==> config.mk <==
export PLATFORM = sky130hd
export DESIGN_NAME = fp_multiplier_seq
export DESIGN_NICKNAME = d
export VERILOG_FILES = /design/src/rtl/fp_multiplier_seq.sv
export SDC_FILE = /design/constraint.sdc
export NUM_CORES = 1
export LEC_CHECK = 0
export BUFFER_PORTS_ARGS = -buffer_cell sky130_fd_sc_hd__buf_2
export CORE_MARGIN = 5
export CORE_UTILIZATION = 45
export DETAILED_ROUTE_END_ITERATION = 10
export PLACE_DENSITY = 0.66
export SETUP_SLACK_MARGIN = 0.15
export SYNTH_ARGS = -nofsm -noshare
export SYNTH_HDL_FRONTEND = slang
export SYNTH_SLANG_ARGS = --single-unit
==> constraint.sdc <==
create_clock -name int_clk -period 7 [get_ports int_clk]
set_input_delay 0.7 -clock int_clk [delete_from_list [all_inputs] [get_ports int_clk]]
set_output_delay 0.7 -clock int_clk [all_outputs]
set_load 0.01 [all_outputs]
==> src/rtl/fp_multiplier_seq.sv <==
// Iterative IEEE-754 single-precision multiplier: shift-add mantissa product, one bit per clock,
// then a single normalise/pack cycle. Special operands skip the iterative datapath.
module fp_multiplier_seq #(
  parameter int unsigned MANT_W   = 24,
  parameter int unsigned EXP_BIAS = 127
) (
  input  logic        int_clk,
  input  logic        reset,
  input  logic        start,
  input  logic [31:0] A,
  input  logic [31:0] B,
  output logic [31:0] Out,
  output logic        busy,
  output logic        done
);

  localparam int unsigned ProdW = 2 * MANT_W;
  localparam int unsigned CntW  = $clog2(MANT_W);

  typedef enum logic [1:0] {StIdle, StMult, StNorm} state_e;

  state_e             state_q, state_d;
  logic [CntW-1:0]    cnt_q, cnt_d;
  logic [ProdW-1:0]   mcand_q, mcand_d;
  logic [MANT_W-1:0]  mplier_q, mplier_d;
  logic [ProdW-1:0]   acc_q, acc_d;
  logic signed [9:0]  exp_q, exp_d;
  logic               sign_q, sign_d;
  logic               special_q, special_d;
  logic [31:0]        spec_res_q, spec_res_d;
  logic [31:0]        out_q, out_d;
  logic               busy_q, busy_d;
  logic               done_q, done_d;

  // Operand classification for the bypass path; exp=0 (zero or denormal) counts as zero.
  logic a_nan, b_nan, a_inf, b_inf, a_zero, b_zero, in_sign;
  logic in_special;
  logic [31:0] in_spec_res;

  always_comb begin
    a_nan   = (&A[30:23]) && (|A[22:0]);
    b_nan   = (&B[30:23]) && (|B[22:0]);
    a_inf   = (&A[30:23]) && ~(|A[22:0]);
    b_inf   = (&B[30:23]) && ~(|B[22:0]);
    a_zero  = ~(|A[30:23]);
    b_zero  = ~(|B[30:23]);
    in_sign = A[31] ^ B[31];
    in_special  = 1'b1;
    in_spec_res = 32'h0;
    if (a_nan || b_nan || (a_inf && b_zero) || (b_inf && a_zero)) begin
      in_spec_res = 32'h7FC0_0000;
    end else if (a_inf || b_inf) begin
      in_spec_res = {in_sign, 8'hFF, 23'h0};
    end else if (a_zero || b_zero) begin
      in_spec_res = {in_sign, 31'h0};
    end else begin
      in_special = 1'b0;
    end
  end

  logic signed [9:0] exp_fin;
  logic [22:0]       frac_fin;

  always_comb begin
    state_d    = state_q;
    cnt_d      = cnt_q;
    mcand_d    = mcand_q;
    mplier_d   = mplier_q;
    acc_d      = acc_q;
    exp_d      = exp_q;
    sign_d     = sign_q;
    special_d  = special_q;
    spec_res_d = spec_res_q;
    out_d      = out_q;
    busy_d     = busy_q;
    done_d     = 1'b0;
    exp_fin    = exp_q + {9'd0, acc_q[ProdW-1]};
    frac_fin   = acc_q[ProdW-1] ? acc_q[ProdW-2 -: 23] : acc_q[ProdW-3 -: 23];

    unique case (state_q)
      StIdle: begin
        if (start) begin
          mcand_d    = ProdW'({1'b1, A[22:0]});
          mplier_d   = MANT_W'({1'b1, B[22:0]});
          acc_d      = '0;
          cnt_d      = '0;
          exp_d      = 10'(A[30:23]) + 10'(B[30:23]) - 10'(EXP_BIAS);
          sign_d     = in_sign;
          special_d  = in_special;
          spec_res_d = in_spec_res;
          busy_d     = 1'b1;
          state_d    = in_special ? StNorm : StMult;
        end
      end
      StMult: begin
        if (mplier_q[0]) acc_d = acc_q + mcand_q;
        mcand_d  = mcand_q << 1;
        mplier_d = mplier_q >> 1;
        cnt_d    = cnt_q + 1'b1;
        if (cnt_q == CntW'(MANT_W - 1)) state_d = StNorm;
      end
      StNorm: begin
        if (special_q) begin
          out_d = spec_res_q;
        end else if (exp_fin >= 10'sd255) begin
          out_d = {sign_q, 8'hFF, 23'h0};
        end else if (exp_fin <= 10'sd0) begin
          out_d = {sign_q, 31'h0};
        end else begin
          out_d = {sign_q, exp_fin[7:0], frac_fin};
        end
        done_d  = 1'b1;
        busy_d  = 1'b0;
        state_d = StIdle;
      end
      default: state_d = StIdle;
    endcase
  end

  always_ff @(posedge int_clk) begin
    if (reset) begin
      state_q    <= StIdle;
      cnt_q      <= '0;
      mcand_q    <= '0;
      mplier_q   <= '0;
      acc_q      <= '0;
      exp_q      <= '0;
      sign_q     <= 1'b0;
      special_q  <= 1'b0;
      spec_res_q <= '0;
      out_q      <= '0;
      busy_q     <= 1'b0;
      done_q     <= 1'b0;
    end else begin
      state_q    <= state_d;
      cnt_q      <= cnt_d;
      mcand_q    <= mcand_d;
      mplier_q   <= mplier_d;
      acc_q      <= acc_d;
      exp_q      <= exp_d;
      sign_q     <= sign_d;
      special_q  <= special_d;
      spec_res_q <= spec_res_d;
      out_q      <= out_d;
      busy_q     <= busy_d;
      done_q     <= done_d;
    end
  end

  assign Out  = out_q;
  assign busy = busy_q;
  assign done = done_q;

endmodule

==> impl_metrics.env, run 1 <==
export IMPL_fin_worst_skew_ps=7.87
export IMPL_period_needed_ps=3440
export IMPL_rsz0062_at_grt="no"
export IMPL_critical_path_top_delay_family="simple AND/OR/NAND/NOR gates"
export IMPL_synth_top_family_by_area="compound AO/OA/AOI/OAI gates"
export IMPL_most_common_layout_cells="nor2_1 (184), dfxtp_1 (176), nand2_1 (173)"
export IMPL_cts_resized=0
export IMPL_fp_row_count=55
export IMPL_postRouteAntennaNets=0
export IMPL_cts_setup_buffers=0
export IMPL_synthAdderAreaFrac_pct=8.33
export IMPL_setup_viol_count_final=0
export IMPL_worst_hold_path_endpoint="acc_q[21]"
export IMPL_remaining_drc_errors=0
export IMPL_fp_dieH_um=161
export IMPL_yosysWarnings=0
export IMPL_async_flop_share_pct=0
export IMPL_avgRoutedWirePerCell_um=15.9
export IMPL_cts_path_max_buffers=2
export IMPL_cpPeakStageDelay_ps=730
export IMPL_setup_tns_ps=0
export IMPL_reg2reg_from="state_q[0]"
export IMPL_dr_pass1_iters=5
export IMPL_cp_end_kind="flop"
export IMPL_critPathBufInv=2
export IMPL_tritoncts="built"
export IMPL_drt_initial_drc_count=633
export IMPL_stdcell_count=1627
export IMPL_io_pins=101
export IMPL_fp_dieW_um=161
export IMPL_layout_drive_gt1_share_pct=12.1
export IMPL_startpoint="state_q[0]"
export IMPL_outcome="finished, final reports clean"
export IMPL_worst_slew_pin_slew_ps=1060
export IMPL_gp_congestion=0.867
export IMPL_crit_top_cell="buf_4"
export IMPL_synth_xor_area_share_pct=4.02
export IMPL_finalInstanceArea_mm2=0.0115
export IMPL_cp_slowest_cell="or4b_1"
export IMPL_io_buffers=100
export IMPL_dp_slack_ps=3580
export IMPL_root_buffer="clkbuf_16"
export IMPL_synth_cells=1282
export IMPL_antenna_found_initial=0
export IMPL_hold_path_depth=2
export IMPL_start_kind="flop"
export IMPL_hp_class="reg -> reg"
export IMPL_syn_area_mm2=0.0102
export IMPL_grt_pass1_wl_mm=43.1
export IMPL_cp_max_fo=77
export IMPL_r2r_cells=7
export IMPL_peakVddDrop_mv=0.0947
export IMPL_die_area_mm2=0.0259
export IMPL_synth_avg_cell_area_um2=7.99
export IMPL_synthMuxAreaShare_pct=2.93
export IMPL_cts_num_sinks=176
export IMPL_fillers=2169
export IMPL_final_common_cell="nor2_1"
export IMPL_final_hold_viol_count=0
export IMPL_crit_type="reg -> reg"
export IMPL_synth_edf_count=0
export IMPL_drt_wl_total_mm=25.8
export IMPL_clock_latency_ps=430
export IMPL_dpl_instance_area_mm2=0.0109
export IMPL_synth_simple_gate_area_share_pct=20.7
export IMPL_place_inst=1594
export IMPL_viasPerCell=5.76
export IMPL_grt_usage_pct=19.7
export IMPL_critical_path_arrival_ps=3800
export IMPL_dp_hpwl_mm=18.3
export IMPL_htree_levels=4
export IMPL_yosysSeqAreaShare_pct=34.4
export IMPL_hold_start="acc_q[21]"
export IMPL_p_leak_uw=0.00487
export IMPL_fin_nets=1462
export IMPL_timing_final_crit_share_pct=49.2
export IMPL_r2r_slack_ps=3560
export IMPL_synth_compound_area_share_pct=25.4
export IMPL_maxCapViolCount=0
export IMPL_synth_nets=1416
export IMPL_timing_hold_ws_ps=460
export IMPL_max_freq_ghz=0.290
export IMPL_ys_types=69
export IMPL_clkSlewWorstSetupHoldPaths_ps=60
export IMPL_worst_slack_ps=3560
export IMPL_r2r_end="acc_q[47]"
export IMPL_grt_start_max_net_pins=103
export IMPL_grt_pass1_vias=8906
export IMPL_maxSlewViolCount=0
export IMPL_synth_top_flop_cell="dfxtp_1"
export IMPL_cts_inserted_buffers=17
export IMPL_power_density_mw_per_mm2=210
export IMPL_grt_ovfl_total=0
export IMPL_slew_headroom_pct=29.5
export IMPL_ctsHoldBuffers=0
export IMPL_start_util_pct=45.5
export IMPL_synth_seq_cells=176
export IMPL_num_vias=9371
export IMPL_worst_ep_required_time_ps=7360
export IMPL_crit_chain="nor2b_4, buf_4, and2_1, buf_4, nand2b_1, or4b_1, o211ai_2"
export IMPL_fp_coreArea_mm2=0.0225
export IMPL_syn_to_final_growth_pct=12.2
==> synth_stat cells, types with 8 or more instances <==
| library cell | count | share of area (%) |
|---|---|---|
| o21ai_0 | 40 | 2.0 |
| a2bb2oi_1 | 22 | 1.9 |
| inv_1 | 28 | 1.0 |
| nand3_1 | 24 | 1.2 |
| nor2_1 | 185 | 6.8 |
| clkbuf_1 | 70 | 2.6 |
| dfxtp_1 | 176 | 34 |
| a21oi_1 | 77 | 3.8 |
| buf_1 | 8 | 0.29 |
| nand2_1 | 173 | 6.3 |
| a311oi_1 | 45 | 3.8 |
| nor2b_1 | 10 | 0.61 |
| a21o_1 | 36 | 2.6 |
| mux2i_1 | 30 | 2.9 |
| a22oi_1 | 53 | 3.9 |
| nor3_1 | 18 | 0.88 |
| nor3b_1 | 8 | 0.59 |
| nor4_1 | 16 | 0.98 |
| xor2_1 | 20 | 1.7 |
| o21bai_1 | 13 | 0.95 |
| ha_1 | 65 | 7.9 |
| a211oi_1 | 9 | 0.66 |
| nand4_1 | 21 | 1.3 |
| xnor2_1 | 27 | 2.3 |
==> power breakdown <==
part           internal, uW  switching, uW  total [uW]
registers              1050           38.7        1090
logic                   125            217         342
clock network           572            407         979
total                  1750            662        2410
==> flip-flops by register name (all words and copies together), names as in the netlist, 2 cells and up <==
signal / count
mcand_q: 48
exp_q: 10
Out: 32
mplier_q: 24
spec_res_q: 3
acc_q: 48
state_q: 2
cnt_q: 5
==> cell families after synthesis <==
logic type	count (synthesis)
fa+ha+maj	67
flops	176
buf+inv	112
xor+xnor	47
compound gates	364
simple gates	486
mux	30
==> metal layers <==
layer / global-route usage, % / vias to the layer above / share of wire (%)
met5: 0 / - / 0
met1: 26.0 / 4421 / 47
li1: - / 4733 / -
met3: 2.95 / 35 / 4.0
met2: 33.5 / 182 / 48
met4: 5.74 / 0 / 1.7
==> worst max path at each step <==
stage	endpoint	cells after the start	slack, ps
after floorplan	acc_q[40]	11	4220
after global placement	acc_q[47]	7	3680
after detailed placement	acc_q[47]	7	3580
after CTS	acc_q[47]	7	3560
after global routing	acc_q[47]	7	3320
final	acc_q[47]	7	3560
==> worst reg2reg max path: cells and delay by family, from the launching register on <==
kind	cells	cell delay (ps)
AND/OR/NAND/NOR	4	1840
AO/OA/AOI/OAI	1	70
buffers and inverters	2	980
flip-flops	1	490
==> per-stage QoR <==
step | power, uW | utilization (%)
global route | 2520 | 51.0
detailed placement | 1450 | 48.4
floorplan | 1350 | -
CTS | 2430 | 51.0
finish | 2410 | 51.1
global placement | 1450 | 48.4
==> final cells by class <==
cell class                      count  area [um2]  area share (%)
Multi-Input combinational cell    994        6310            54.9
Sequential cell                   176        3520            30.7
Timing Repair Buffer              111         586            5.10
Clock buffer                       19         443            3.86
Tap cell                          285         357            3.10
Clock inverter                     13         163            1.42
Inverter                           28         105           0.915
Antenna cell                        1        2.50          0.0218
Note: power is estimated with default switching activity, not from simulation.
==> run 2: changes to the inputs <==
==> constraint.sdc (replaced) <==
create_clock -name int_clk -period 3.2 [get_ports int_clk]
set_input_delay 0.32 -clock int_clk [delete_from_list [all_inputs] [get_ports int_clk]]
set_output_delay 0.32 -clock int_clk [all_outputs]
set_load 0.01 [all_outputs]
==> impl_metrics.env, run 2 (same netlist as run 1, synthesis figures left out) <==
export IMPL_outcome="finished, final reports clean"
export IMPL_viasPerCell=5.73
export IMPL_drt_wl_total_mm=25.6
export IMPL_final_common_cell="nor2_1"
export IMPL_n_antenna_cell=0
export IMPL_power_density_mw_per_mm2=447
export IMPL_fin_nets=1479
export IMPL_crit_type="reg -> reg"
export IMPL_hp_class="in -> reg"
export IMPL_dr_pass1_iters=5
export IMPL_ctsHoldBuffers=0
export IMPL_drt_initial_drc_count=659
export IMPL_timing_final_crit_share_pct=90.9
export IMPL_cp_max_fo=6
export IMPL_antenna_found_initial=0
export IMPL_num_vias=9397
export IMPL_clkSlewWorstSetupHoldPaths_ps=60
export IMPL_dp_hpwl_mm=18.4
export IMPL_gp_congestion=0.892
export IMPL_cts_inserted_buffers=17
export IMPL_cpPeakStageDelay_ps=520
export IMPL_max_freq_ghz=0.344
export IMPL_critical_path_arrival_ps=3270
export IMPL_die_area_mm2=0.0259
export IMPL_cts_path_max_buffers=2
export IMPL_root_buffer="clkbuf_16"
export IMPL_avgRoutedWirePerCell_um=15.6
export IMPL_worst_ep_required_time_ps=3560
export IMPL_critPathBufInv=1
export IMPL_grt_pass1_vias=8784
export IMPL_start_kind="flop"
export IMPL_post_route_util_pct=52.0
export IMPL_grt_ovfl_total=0
export IMPL_timing_hold_ws_ps=161
export IMPL_fp_coreArea_mm2=0.0225
export IMPL_io_buffers=100
export IMPL_postRouteAntennaNets=0
export IMPL_maxSlewViolCount=0
export IMPL_critical_path_top_delay_family="compound AO/OA/AOI/OAI gates"
export IMPL_slew_headroom_pct=45.3
export IMPL_rsz0062_at_grt="yes"
export IMPL_cp_slowest_cell="or4b_1"
export IMPL_most_common_layout_cells="nor2_1 (184), nand2_1 (173), dfxtp_1 (172)"
export IMPL_peakVddDrop_mv=0.313
export IMPL_remaining_drc_errors=0
export IMPL_period_needed_ps=2910
export IMPL_regArea_mm2=0.00353
export IMPL_grt_usage_pct=19.6
export IMPL_final_hold_viol_count=0
export IMPL_crit_chain="ha_1, a21o_1, and4_4, o21ai_4, o32ai_2, buf_4, a211o_4, a2111oi_4, nor3b_2, or4b_1, o211ai_2"
export IMPL_start_util_pct=45.5
export IMPL_setup_tns_ps=0
export IMPL_multi_input_area_mm2=0.00638
export IMPL_cp_end_kind="flop"
export IMPL_cts_num_sinks=176
export IMPL_fp_dieH_um=161
export IMPL_fp_dieW_um=161
export IMPL_fp_row_count=55
export IMPL_fin_worst_skew_ps=12.8
export IMPL_place_inst=1606
export IMPL_htree_levels=4
export IMPL_layout_drive_gt1_share_pct=14.4
export IMPL_setup_viol_count_final=0
export IMPL_fillers=2151
export IMPL_grt_start_max_net_pins=121
export IMPL_p_leak_uw=0.00496
export IMPL_maxCapViolCount=0
export IMPL_worst_slew_pin_slew_ps=820
export IMPL_stdcell_count=1641
export IMPL_tritoncts="built"
export IMPL_io_pins=101
export IMPL_syn_to_final_growth_pct=14.3
export IMPL_grt_pass1_wl_mm=43.1
export IMPL_clock_latency_ps=430
-- run 2: cell types whose count changed in the layout (fill, tap and decap cells not counted), sizes merged --
cell,previous run,this run
buf,111,128
bufinv,3,2
clkbuf,19,22
clkinv,6,3
clkinvlp,3,1
diode,1,0
inv,29,30
-- run 2: through the flow --
step	cell area [um2]	power [uW]	setup slack, ps
after detailed placement	11000	3180	92.5
after CTS	11600	5270	137
after global routing	11700	5490	103
after global placement	11000	3180	209
final	11700	5230	292
after floorplan	10200	2950	422
-- run 2: what timing repair did --
| item | 4_1_cts | 5_1_grt |
|---|---|---|
| endpoints found under the setup margin | 1 | 9 |
| cloned | 0 | 0 |
| resized for setup | 0 | 20 |
| hold endpoints to repair | 0 | 0 |
| pin swaps | 1 | 6 |
| setup buffers | 1 | 4 |
-- run 2: worst paths after layout --
check                                   from  cells past startpoint           end  slack (ps)
worst min register to register  mplier_q[18]                      2  mplier_q[17]         470
worst max register to register    mcand_q[1]                     11     acc_q[47]         290
worst max-delay path              mcand_q[1]                     11     acc_q[47]         290
worst min-delay path                    B[9]                      3   mplier_q[9]         160
-- run 2: final cells by class --
class	count	area share [%]
clock buffer	22	4.14
clock inverter	8	0.888
inverter	28	0.898
multi-input combinational	994	54.6
sequential	176	30.2
tap	285	3.05
timing repair buffer	128	6.31
-- run 2: tightest hold or removal path, delay by kind of cell --
kind | cells | cell delay, ps
AOI/OAI and AO/OA | 1 | 70
and+or+nand+nor | 1 | 50
buffers and inverters | 1 | 100
-- run 2: power breakdown --
| part | total (uW) | internal (uW) | switching [uW] | leakage, uW |
|---|---|---|---|---|
| Combinational | 759 | 288 | 472 | 0.00323 |
| Clock | 2090 | 1230 | 864 | 0.000289 |
| Sequential | 2380 | 2300 | 85.1 | 0.00144 |
| Total | 5230 | 3810 | 1420 | 0.00496 |
-- run 2: per-layer routing --
metal | track usage (%) | wire, um | vias to the layer above
met5 | 0 | 0 | -
met2 | 31.4 | 11600 | 181
met1 | 27.2 | 12700 | 4396
met3 | 3.59 | 913 | 40
met4 | 5.16 | 435 | 0
li1 | - | - | 4780
==> run 3: changes to the inputs <==
==> constraint.sdc (replaced) <==
create_clock -name int_clk -period 3.4 [get_ports int_clk]
set_input_delay 0.34 -clock int_clk [delete_from_list [all_inputs] [get_ports int_clk]]
set_output_delay 0.34 -clock int_clk [all_outputs]
set_load 0.01 [all_outputs]
==> impl_metrics.env, run 3 (same netlist as run 1, synthesis figures left out) <==
export IMPL_final_common_cell="nor2_1"
export IMPL_cts_path_max_buffers=2
export IMPL_remaining_drc_errors=0
export IMPL_final_hold_viol_count=0
export IMPL_antenna_found_initial=0
export IMPL_peakVddDrop_mv=0.298
export IMPL_dpl_instance_area_mm2=0.0110
export IMPL_crit_type="reg -> reg"
export IMPL_grt_pass1_vias=8796
export IMPL_postRouteAntennaNets=0
export IMPL_die_area_mm2=0.0259
export IMPL_maxSlewViolCount=0
export IMPL_critical_path_arrival_ps=3420
export IMPL_io_buffers=100
export IMPL_fp_dieH_um=161
export IMPL_fp_dieW_um=161
export IMPL_n_antenna_cell=0
export IMPL_max_freq_ghz=0.323
export IMPL_htree_levels=4
export IMPL_dr_pass1_iters=5
export IMPL_cp_max_fo=4
export IMPL_period_needed_ps=3090
export IMPL_setup_viol_count_final=0
export IMPL_syn_to_final_growth_pct=12.6
export IMPL_cp_slowest_cell="a31oi_1"
export IMPL_root_buffer="clkbuf_16"
export IMPL_grt_pass1_wl_mm=43.4
export IMPL_cts_inserted_buffers=17
export IMPL_layout_drive_gt1_share_pct=12.9
export IMPL_worst_slew_pin_slew_ps=883
export IMPL_drt_initial_drc_count=769
export IMPL_most_common_layout_cells="nor2_1 (184), dfxtp_1 (176), nand2_1 (173)"
export IMPL_met1_length_mm=12.3
export IMPL_slew_headroom_pct=41.0
export IMPL_cpPeakStageDelay_ps=420
export IMPL_cts_num_sinks=176
export IMPL_power_density_mw_per_mm2=419
export IMPL_finalInstanceArea_mm2=0.0115
export IMPL_dp_hpwl_mm=18.6
export IMPL_viasPerCell=5.76
export IMPL_outcome="finished, final reports clean"
export IMPL_grt_ovfl_total=0
export IMPL_grt_usage_pct=19.8
export IMPL_clkSlewWorstSetupHoldPaths_ps=70
export IMPL_top_layer="met4"
export IMPL_wl_met3_mm=1.10
export IMPL_ctsHoldBuffers=0
export IMPL_fp_row_count=55
export IMPL_hp_class="in -> reg"
export IMPL_start_util_pct=45.5
export IMPL_cp_end_kind="flop"
export IMPL_num_vias=9411
export IMPL_p_leak_uw=0.00490
export IMPL_avgRoutedWirePerCell_um=15.9
export IMPL_io_pins=101
export IMPL_cts_resized=0
export IMPL_fin_worst_skew_ps=10.6
export IMPL_wl_met2_mm=12.2
export IMPL_gp_congestion=0.917
export IMPL_maxCapViolCount=0
export IMPL_drt_wl_total_mm=26.0
export IMPL_crit_chain="ha_1, fa_1, a21o_1, a21oi_1, o21ai_0, a21o_1, a31oi_1, o31a_1, o21a_1, mux2i_1, nand3_1"
export IMPL_setup_tns_ps=0
export IMPL_fillers=2186
export IMPL_fp_coreArea_mm2=0.0225
export IMPL_fin_nets=1471
export IMPL_clock_latency_ps=430
export IMPL_tritoncts="built"
export IMPL_crit_top_cell="a21o_1"
export IMPL_rsz0062_at_grt="yes"
export IMPL_worst_ep_required_time_ps=3720
export IMPL_grt_start_max_net_pins=77
export IMPL_start_kind="flop"
export IMPL_cts_setup_buffers=0
export IMPL_timing_final_crit_share_pct=91.0
-- run 3: area by class of cell --
type	instances	area, um2	share of cell area (%)
clock inverter	15	133	1.15
tap	285	357	3.09
timing repair buffer	120	666	5.77
sequential	176	3520	30.6
inverter	28	105	0.912
multi-input combinational	994	6320	54.8
clock buffer	17	425	3.69
-- run 3: final timing paths --
check	to	depth (start not counted)	slack, ps	start
worst max-delay path	acc_q[46]	11	310	mcand_q[0]
worst min-delay path	mcand_q[19]	3	180	A[19]
worst max register to register	acc_q[46]	11	310	mcand_q[0]
worst min register to register	acc_q[21]	2	460	acc_q[21]
-- run 3: worst max-delay path, delay by kind of cell, from the launching register on --
family,cells,cell delay (ps)
AOI/OAI and AO/OA,7,1740
adders and majority gates,2,620
DFF,1,320
muxes,1,210
and+or+nand+nor,1,90
-- run 3: where the power goes --
part / total [uW] / switching (uW) / internal (uW)
Combinational: 716 / 452 / 264
Sequential: 2240 / 78.5 / 2160
Clock: 1880 / 863 / 1010
Total: 4830 / 1390 / 3440
-- run 3: layer usage --
layer  global-route usage, %  vias to the layer above
met5                       0                        -
met4                    5.43                        0
met3                    2.82                       35
met2                    33.1                      192
met1                    26.7                     4432
li1                        -                     4752
-- run 3: metrics by stage --
stage	std cells	worst slack, ps	total power, uW	utilization (%)	hold WS [ps]
CTS	1635	214	4880	51.2	166
detailed placement	1603	244	3000	48.7	453
global placement	1603	305	2990	48.7	441
global route	1635	162	5070	51.2	185
finish	1635	306	4830	51.2	180
floorplan	1282	622	2780	-	429
